===== src/rtl/voice_allocator_pkg.sv =====
// voice_allocator_pkg: shared constants, FSM/action enums and a priority helper for the voice allocator
package voice_allocator_pkg;
   localparam int NUM_VOICES = 4;
   localparam int DEF_FREQ_W = 8;
   localparam int RANK_W = 2;
   typedef enum logic [1:0] {IDLE, DECIDE, WRITE} state_t;
   typedef enum logic [2:0] {ACT_NOP, ACT_RETRIG, ACT_ALLOC, ACT_STEAL, ACT_CLEAR} act_t;
   // Index of the lowest set bit; zero when nothing is set.
   function automatic logic [RANK_W-1:0] first_set(input logic [NUM_VOICES-1:0] v);
      first_set = '0;
      for (int i = NUM_VOICES - 1; i >= 0; i--)
         if (v[i]) first_set = RANK_W'(i);
   endfunction
endpackage


===== src/rtl/voice_allocator_if.sv =====
// voice_allocator_if: note command valid/ready channel between a command source and the allocator
interface voice_allocator_if #(parameter int FREQ_W = voice_allocator_pkg::DEF_FREQ_W);
   logic              cmd_valid;
   logic              cmd_ready;
   logic              cmd_on;
   logic [FREQ_W-1:0] cmd_freq;
   modport master (output cmd_valid, cmd_on, cmd_freq, input cmd_ready);
   modport slave (input cmd_valid, cmd_on, cmd_freq, output cmd_ready);
endinterface


===== src/rtl/voice_allocator_lru.sv =====
// voice_lru: least-recently-allocated ranking of the four voices (rank 0 newest, rank 3 oldest)
module voice_lru
   import voice_allocator_pkg::*;
(
   input  logic                                clk,
   input  logic                                reset,
   input  logic                                clear,
   input  logic                                touch,
   input  logic                                rel,
   input  logic [RANK_W-1:0]                   idx,
   output logic [RANK_W-1:0]                   oldest,
   output logic [NUM_VOICES-1:0][RANK_W-1:0]   rank
);
   // Touch moves a voice to newest, release moves it to oldest; others shift to keep a permutation.
   always_ff @(posedge clk)
      if (reset || clear)
         for (int i = 0; i < NUM_VOICES; i++) rank[i] <= RANK_W'(i);
      else if (touch)
         for (int i = 0; i < NUM_VOICES; i++)
            rank[i] <= (RANK_W'(i) == idx) ? '0 : (rank[i] < rank[idx]) ? rank[i] + 1'b1 : rank[i];
      else if (rel)
         for (int i = 0; i < NUM_VOICES; i++)
            rank[i] <= (RANK_W'(i) == idx) ? '1 : (rank[i] > rank[idx]) ? rank[i] - 1'b1 : rank[i];
   // The oldest voice is the one holding the maximum rank.
   always_comb begin
      oldest = '0;
      for (int i = 0; i < NUM_VOICES; i++)
         if (rank[i] == '1) oldest = RANK_W'(i);
   end
endmodule


===== src/rtl/voice_allocator.sv =====
// voice_allocator: assigns note-on/off commands to four mixer voices, stealing the oldest when full
module voice_allocator
   import voice_allocator_pkg::*;
#(
   parameter int FREQ_W = DEF_FREQ_W
) (
   input  logic                   clk,
   input  logic                   reset,
   input  logic                   panic,
   voice_allocator_if.slave       cmd,
   output logic [FREQ_W-1:0]      freq1,
   output logic [FREQ_W-1:0]      freq2,
   output logic [FREQ_W-1:0]      freq3,
   output logic [FREQ_W-1:0]      freq4,
   output logic [NUM_VOICES-1:0]  voice_active,
   output logic                   steal_pulse
);
   state_t                                 state, state_nx;
   act_t                                   act, act_nx;
   logic                                   on_q, hs, write_en, touch, rel;
   logic [FREQ_W-1:0]                      freq_q;
   logic [NUM_VOICES-1:0][FREQ_W-1:0]      voice;
   logic [NUM_VOICES-1:0]                  match, idle, seen;
   logic [RANK_W-1:0]                      tgt, tgt_nx, oldest;
   logic [NUM_VOICES-1:0][RANK_W-1:0]      rank;

   voice_lru u_lru (
      .clk    (clk),
      .reset  (reset),
      .clear  (panic),
      .touch  (touch),
      .rel    (rel),
      .idx    (tgt),
      .oldest (oldest),
      .rank   (rank)
   );

   assign hs = cmd.cmd_valid && cmd.cmd_ready;

   // State register; panic aborts any command in flight.
   always_ff @(posedge clk)
      state <= (reset || panic) ? IDLE : state_nx;

   // Next state: one command walks IDLE -> DECIDE -> WRITE -> IDLE.
   always_comb
      state_nx = (state == IDLE) ? (hs ? DECIDE : IDLE) : (state == DECIDE) ? WRITE : IDLE;

   // Outputs decoded from state; ready is also withheld while reset or panic is asserted.
   always_comb begin
      cmd.cmd_ready = (state == IDLE) && !reset && !panic;
      write_en = (state == WRITE);
      touch = write_en && (act inside {ACT_RETRIG, ACT_ALLOC, ACT_STEAL});
      rel = write_en && (act == ACT_CLEAR);
   end

   // Latch the accepted command; the source only holds it until the handshake.
   always_ff @(posedge clk)
      if (hs) begin
         on_q <= cmd.cmd_on;
         freq_q <= cmd.cmd_freq;
      end

   // Match/idle comparators and the note rules, in priority order.
   always_comb begin
      for (int i = 0; i < NUM_VOICES; i++) begin
         match[i] = (voice[i] == freq_q) && (|freq_q);
         idle[i] = ~|voice[i];
      end
      act_nx = !on_q ? (|match ? ACT_CLEAR : ACT_NOP) :
               ~|freq_q ? ACT_NOP : |match ? ACT_RETRIG : |idle ? ACT_ALLOC : ACT_STEAL;
      tgt_nx = |match ? first_set(match) : |idle ? first_set(idle) : oldest;
   end

   // Register the decision so WRITE works from stable target/action.
   always_ff @(posedge clk)
      if (reset || panic) begin
         act <= ACT_NOP;
         tgt <= '0;
      end else if (state == DECIDE) begin
         act <= act_nx;
         tgt <= tgt_nx;
      end

   // Frequency registers and the steal strobe, updated in WRITE.
   always_ff @(posedge clk)
      if (reset || panic) begin
         voice <= '0;
         steal_pulse <= 1'b0;
      end else begin
         steal_pulse <= write_en && (act == ACT_STEAL);
         if (write_en && (act inside {ACT_ALLOC, ACT_STEAL})) voice[tgt] <= freq_q;
         else if (rel) voice[tgt] <= '0;
      end

   // A voice is active whenever it holds a nonzero frequency.
   always_comb
      for (int i = 0; i < NUM_VOICES; i++) voice_active[i] = |voice[i];

   assign freq1 = voice[0];
   assign freq2 = voice[1];
   assign freq3 = voice[2];
   assign freq4 = voice[3];

   // Ranks must stay a permutation of 0..3, otherwise steals would pick the wrong voice.
   always_comb begin
      seen = '0;
      for (int i = 0; i < NUM_VOICES; i++) seen[rank[i]] = 1'b1;
   end

   // Flag a broken rank permutation in simulation.
   always_ff @(posedge clk)
      if (!reset) assert (&seen);
endmodule


===== src/flat_wrapper.sv =====
// flat-port wrapper written by rule: the top's interface ports become plain ports
module voice_allocator_flat import voice_allocator_pkg::*;
#(
   parameter int FREQ_W = DEF_FREQ_W
)
  (clk, reset, panic, freq1, freq2, freq3, freq4, voice_active, steal_pulse, cmd_cmd_valid, cmd_cmd_on, cmd_cmd_freq, cmd_cmd_ready);
  voice_allocator_if #(.FREQ_W(FREQ_W)) cmd_i ();
  input  logic clk;
  input  logic reset;
  input  logic panic;
  output logic [FREQ_W-1:0] freq1;
  output logic [FREQ_W-1:0] freq2;
  output logic [FREQ_W-1:0] freq3;
  output logic [FREQ_W-1:0] freq4;
  output logic [NUM_VOICES-1:0] voice_active;
  output logic steal_pulse;
  input wire logic [$bits(cmd_i.cmd_valid)-1:0] cmd_cmd_valid;
  input wire logic [$bits(cmd_i.cmd_on)-1:0] cmd_cmd_on;
  input wire logic [$bits(cmd_i.cmd_freq)-1:0] cmd_cmd_freq;
  output wire logic [$bits(cmd_i.cmd_ready)-1:0] cmd_cmd_ready;
  assign cmd_i.cmd_valid = cmd_cmd_valid;
  assign cmd_i.cmd_on = cmd_cmd_on;
  assign cmd_i.cmd_freq = cmd_cmd_freq;
  assign cmd_cmd_ready = cmd_i.cmd_ready;
  voice_allocator #(.FREQ_W(FREQ_W)) u_core (.clk(clk), .reset(reset), .panic(panic), .cmd(cmd_i), .freq1(freq1), .freq2(freq2), .freq3(freq3), .freq4(freq4), .voice_active(voice_active), .steal_pulse(steal_pulse));
endmodule

===== config.mk =====
export PLATFORM = sky130hd
export DESIGN_NAME = voice_allocator_flat
export DESIGN_NICKNAME = d
export VERILOG_FILES = /design/src/rtl/voice_allocator_pkg.sv /design/src/rtl/voice_allocator_if.sv /design/src/rtl/voice_allocator_lru.sv /design/src/rtl/voice_allocator.sv /design/src/flat_wrapper.sv
export SDC_FILE = /design/constraint.sdc
export NUM_CORES = 1
export LEC_CHECK = 0
export ABC_AREA = 1
export ABC_CLOCK_PERIOD_IN_PS = 2000
export BUFFER_PORTS_ARGS = -buffer_cell sky130_fd_sc_hd__buf_4
export CAP_MARGIN = 20
export CELL_PAD_IN_SITES_DETAIL_PLACEMENT = 1
export CELL_PAD_IN_SITES_GLOBAL_PLACEMENT = 1
export CORE_MARGIN = 2
export CORE_UTILIZATION = 37
export CTS_BUF_LIST = sky130_fd_sc_hd__clkbuf_8 sky130_fd_sc_hd__clkbuf_16
export DETAILED_ROUTE_END_ITERATION = 7
export PLACE_DENSITY_LB_ADDON = 0.1
export SLEW_MARGIN = 20
export SYNTH_ARGS = -nofsm -noshare
export SYNTH_HDL_FRONTEND = slang
export SYNTH_HIERARCHICAL = 1
export SYNTH_SLANG_ARGS = --single-unit

===== constraint.sdc =====
create_clock -name clk -period 2 [get_ports clk]
set_input_delay 0.3 -clock clk [delete_from_list [all_inputs] [get_ports clk]]
set_output_delay 0.3 -clock clk [all_outputs]
set_load 0.01 [all_outputs]

Word-level counts from Yosys, hierarchy flattened:

Index checks and enable logic that the tools add are counted.

* word-level logic and storage cells: 140
* output and inout port bits: 38
* register bits after elaboration: 57
* bits of input ports: 13

* multiplexer cells: 46
* reductions and logical operators: 40
* magnitude comparators: 10
* add/subtract/negate cells: 8
* eq/ne operators: 20
* bitwise gates (word level): 2

Operator list (count)
* $mux 32: 2
* $mux 2: 31
* $reduce_or 8->1: 5
* $and 32x32->32: 1
* $bwmux 32: 1
* $eq 8x8->1: 4
* $not 32->32: 1
* $mux 8: 3
* $demux 8 s2: 1
* $reduce_bool 3->1: 5
* $logic_and 1x1->1: 12
* $mux 3: 4
* $ne 3x3->1 const B: 4
* $reduce_and 3->1: 4
* $add 2x1->2 const B: 4
* $eq 2x2->1 const B: 4
* $gt 2x2->1: 4
* $lt 2x2->1: 4
* $reduce_or 4->1: 2
* $sub 2x1->2 const B: 4
* $eq 3x2->1 const B: 2
* $logic_not 1->1: 6
* $reduce_bool 2->1: 3
* $bmux 2 s2: 1
* 10 further kinds: 14

Depth between registers and ports, before layout:

* depth in word-level cells: 8
* mapped depth: 15
* gate-level depth less buffers: 15

Cells and area by module:

Netlist, hierarchy kept.

Modules (own cells, without submodules)
* voice_allocator: cells an instance 410, area each 2786.4 µm², sequential area each 1071.0 µm², instances 1
* voice_lru: cells an instance 143, area each 849.6 µm², sequential area each 160.2 µm², instances 1

Least setup slack after synthesis:

Ideal clock, no wire load.

* kind: reg2reg
* from: reg u_core.tgt[0]
* to: reg u_core/u_lru/rank[5] (netlist name)
* clock period less this slack: 2.015 ns
* slack: -0.015 ns
* data arrival time: 1.882 ns
* setup time: 0.133 ns
* data required time: 1.867 ns
* buffers on the path: 0
* stages on the path, launching flop included: 12
* path through: dfxtp_1 inv_1 nand2_1 inv_1 a221oi_1 ha_1 a21oi_1 nand2_1 nand3_1 nand2_1 nand2_1 nand3_1

* word-level cells in the longest chain between the ends: 5
* elaborated cells on any way between the ends: 12
* those cells by class: 2 x order compare; 2 x eq/ne; 6 x mux; 2 x reduce/logical

Ends and longest elaborated chain
* from (decl): RTL line voice_allocator.sv:24 `logic [RANK_W-1:0] tgt, tgt_nx, oldest;`
* from (signal assigned): RTL line voice_allocator.sv:81 `tgt <= tgt_nx;`
* $bmux 2 s2: RTL line voice_allocator_lru.sv:20, voice_allocator_lru.sv:23
* $mux 2 (not written as such): RTL line voice_allocator_lru.sv:20, voice_allocator_lru.sv:23
* $lt 2x2->1 / $gt 2x2->1 (equally long branches): RTL line voice_allocator_lru.sv:20, voice_allocator_lru.sv:23
* $ne 3x3->1 (no source line) / $reduce_bool 3->1 (equally long branches)
* $reduce_and 3->1 (no source line)
* to (signal, indexed assignment): RTL line voice_allocator_lru.sv:20 `rank[i] <= (RANK_W'(i) == idx) ? '0 : (rank[i] < rank[idx]) ? rank[i] + 1'b1 : rank[i];`
* to (signal, indexed assignment): RTL line voice_allocator_lru.sv:23 `rank[i] <= (RANK_W'(i) == idx) ? '1 : (rank[i] > rank[idx]) ? rank[i] - 1'b1 : rank[i];`
* to (decl): RTL line voice_allocator_lru.sv:12 `output logic [NUM_VOICES-1:0][RANK_W-1:0] rank`

Several ways; a longest one is shown, not always the timed one. The select of a mux whose other input is x is not followed.
A chain may end at the register's enable or synchronous reset.

Worst setup path after layout:

Same ends and word-level chain as after synthesis.

==> impl_metrics.ini <==
[clock_tree]
clock_insertion_delay_worst_skew_ns = 0.35
clock_tree_from_tritoncts = done
clock_tree.root_cell = clkbuf_8
cts-root-to-sink-buffers = 2
register_clock_pin_slew_on_the_reported_worst_setup_and_hold_paths_ns = 0.07
cts_num_sinks = 57
hold_bufs_at_cts = 0
cts_htree_levels = 3
numCtsBuffers = 9

[synthesis]
synth.top_cells.by_area = dfxtp_1 26%, nand2_1 22%, edfxtp_1 7.4%
seq_area_frac_synth_pct = 33.9
post_synth_num_cell_types = 40
synth-main-ff-cell = dfxtp_1
synthesis.area_per_instance_um2 = 6.58
netlist.top_cell.by_area = dfxtp_1
synth-edff-count = 9
post_synthesis_cells = 553
synth.net_count = 577
post_synth_design_cell_area_mm2 = 0.00364
number_of_synthesized_register_bits = 57
yosys_warnings = 6
postSynth.asyncResetShare_pct = 0
synth_top_area_share_pct = 26.4

[routing]
detailedRoute.firstPassIterationCount = 4
via_count = 3746
detail_route.iter0.violations = 70
antenna_left = 0
drc = 0
via_per_inst = 4.92
route.detailed.wl_per_inst_um = 15.0
wl_um = 11400

[worst_setup_path]
timing_worst_setup_path_type = register to register
timing.reg2reg.setup_slack_ns = 0.06
crit_fanout = 5
category_of_the_worst_setup_path_launch_point = register
crit_path_end_kind = register
cp.buffers_inverters = 0
timing.critical_path.slowest_stage_cell = dfxtp_4
critical-path-max-stage-delay_ns = 0.37
required_ns = 2.21
worst-endpoint-arrival_ns = 2.14
path_cells = nor2_1 -> a22oi_2 -> o221ai_2 -> ha_1 -> a21oi_2 -> nand2_2 -> nand3_4 -> nand2_2 -> nand2_1 -> nand3_1
cp_top_family = simple AND/OR/NAND/NOR gates
crit_path_frequent_cell = nand2_2

[place]
portBuffers = 50
gp_routability_congestion = 0.777
dpl_worst_slack_ns = -0.134
detailedPlacementHpwl_um = 8440

[worst_hold_path]
min-delay-path-class = primary input to register

[timing]
setup-violations-final = 0
finalHoldViolations = 0
final_min_period_over_clock_period_pct = 96.9
slew_viol_final = 0
max_freq_mhz = 516
rsz_0062_raised_after_global_routing = true
worst-slew-pin-transition_ns = 0.620
relSlewSlack_pct = 58.5
fin_tns_setup_ns = 0
fin_ws_ns = 0.0626
finalHoldWorstSlack_ns = 0.131
timing.clock.skew_ns = 0.0156
period_minus_slack_ns = 1.94

[global_route]
grt_start_max_net_pins = 37
globalRouteTotalUtil_pct = 22.8
antenna_found_initial = 0
via_count_of_the_first_global_routing_pass = 3824
globalRouteOverflowTotal = 0
grt_first_pass_wirelength_um = 18600

[finish]
fin_nets = 647
ant_diodes = 0
filler_cell_count = 1325
final_cell_mix = 201 x nand2_1, 72 x buf_4, 59 x nor2_1, 53 x inv_1, 46 x dfxtp_1
multi_input_comb_area_mm2 = 0.00211
flow.area_growth_from_synthesis_pct = 24.6
final_layout_size_suffix_gt1_share_pct = 22.8
ff_latch_area_mm2 = 0.00124
layout_commonest_cell = nand2_1

[floorplanning]
start_util_pct = 37.7
die_h_um = 103
die_width_um = 103
fp.dieArea_mm2 = 0.0106
num_rows = 36
ioPinCount = 51
core-area_mm2 = 0.00964

[power_and_ir_drop]
vdd.ir_drop.worst_uv = 230
power.leakage_nw = 2.08
totalPowerFinal_w = 0.00239
power_density_mw_per_mm2 = 528

[run]
max-cap-violations = 0

[outcome]
status = finished, final reports clean
==> layout make-up <==
| class | count | share of cell area, % |
|---|---|---|
| Multi-Input combinational cell | 416 | 46.5 |
| Sequential cell | 57 | 27.3 |
| Timing Repair Buffer | 73 | 12.4 |
| Inverter | 66 | 5.97 |
| Tap cell | 133 | 3.67 |
| Clock buffer | 9 | 2.73 |
| Clock inverter | 7 | 1.35 |
==> final timing paths <==
check / start / end / depth (start not counted)
max: u_core/tgt[0] / u_core/u_lru/rank[5] / 10
min: cmd_cmd_freq[0] / u_core/freq_q[0] / 1
max reg2reg: u_core/tgt[0] / u_core/u_lru/rank[5] / 10
min reg2reg: u_core/act[1] / u_core/act[1] / 2
==> state kept, by name (all words and copies together) (netlist names) <==
| name | cells |
|---|---|
| u_core/freq1 | 8 |
| u_core/freq2 | 8 |
| u_core/freq3 | 8 |
| u_core/freq4 | 8 |
| u_core/freq_q | 8 |
| u_core/u_lru/rank | 8 |
| u_core/act | 3 |
| u_core/state | 2 |
| u_core/tgt | 2 |
| u_core/on_q | 1 |
| u_core/steal_pulse | 1 |
==> what timing repair did <==
action                                  CTS  global route
pin swaps                                 2            17
endpoints found under the hold margin     0             0
gates resized for setup                   5            27
setup buffers                             0             3
endpoints found under the setup margin    8             9
==> cells in the mapped netlist, types with 7 or more instances <==
cell type and count:
edfxtp_1 9, nand2_1 210, o21ai_0 7, nor2_1 60
ha_1 11, inv_1 58, buf_6 10, a21oi_1 38
xor2_1 11, nand3_1 31, dfxtp_1 48
==> power breakdown <==
group          switching [W]  internal (W)  leakage, nW  total [W]
sequential         0.0000191       0.00117        0.471    0.00119
clock               0.000495      0.000560       0.0894    0.00105
combinational      0.0000851     0.0000627         1.52   0.000148
==> stage by stage <==
step / cells / cell area (µm²) / utilization [%]
6_report: 761 / 4530 / 47.0
5_1_grt: 761 / 4530 / 47.0
4_1_cts: 758 / 4430 / 45.9
3_5_place_dp: 742 / 4220 / 43.7
3_3_place_gp: 742 / 4220 / 43.7
2_1_floorplan: 553 / 3640 / -
==> routing by layer <==
layer	vias up	routed length [µm]	global-route usage (%)
met5	-	0	0
met4	0	246	8.30
met3	20	201	3.12
met2	43	6000	42.5
met1	1809	4940	26.4
li1	1874	-	-
==> cell families (layout without fill, tap and decap cells) <==
logic type               after synthesis  after routing  synth area share, %
buffers and inverters                 80            155                 11.0
AND/OR/NAND/NOR                      333            333                 38.8
flip-flops                            57             57                 33.9
XOR/XNOR                              17             17                 4.09
adder cells (fa/ha/maj)               11             11                 3.79
AO/OA/AOI/OAI                         55             55                 8.40
(Power assumes the default switching activity.)
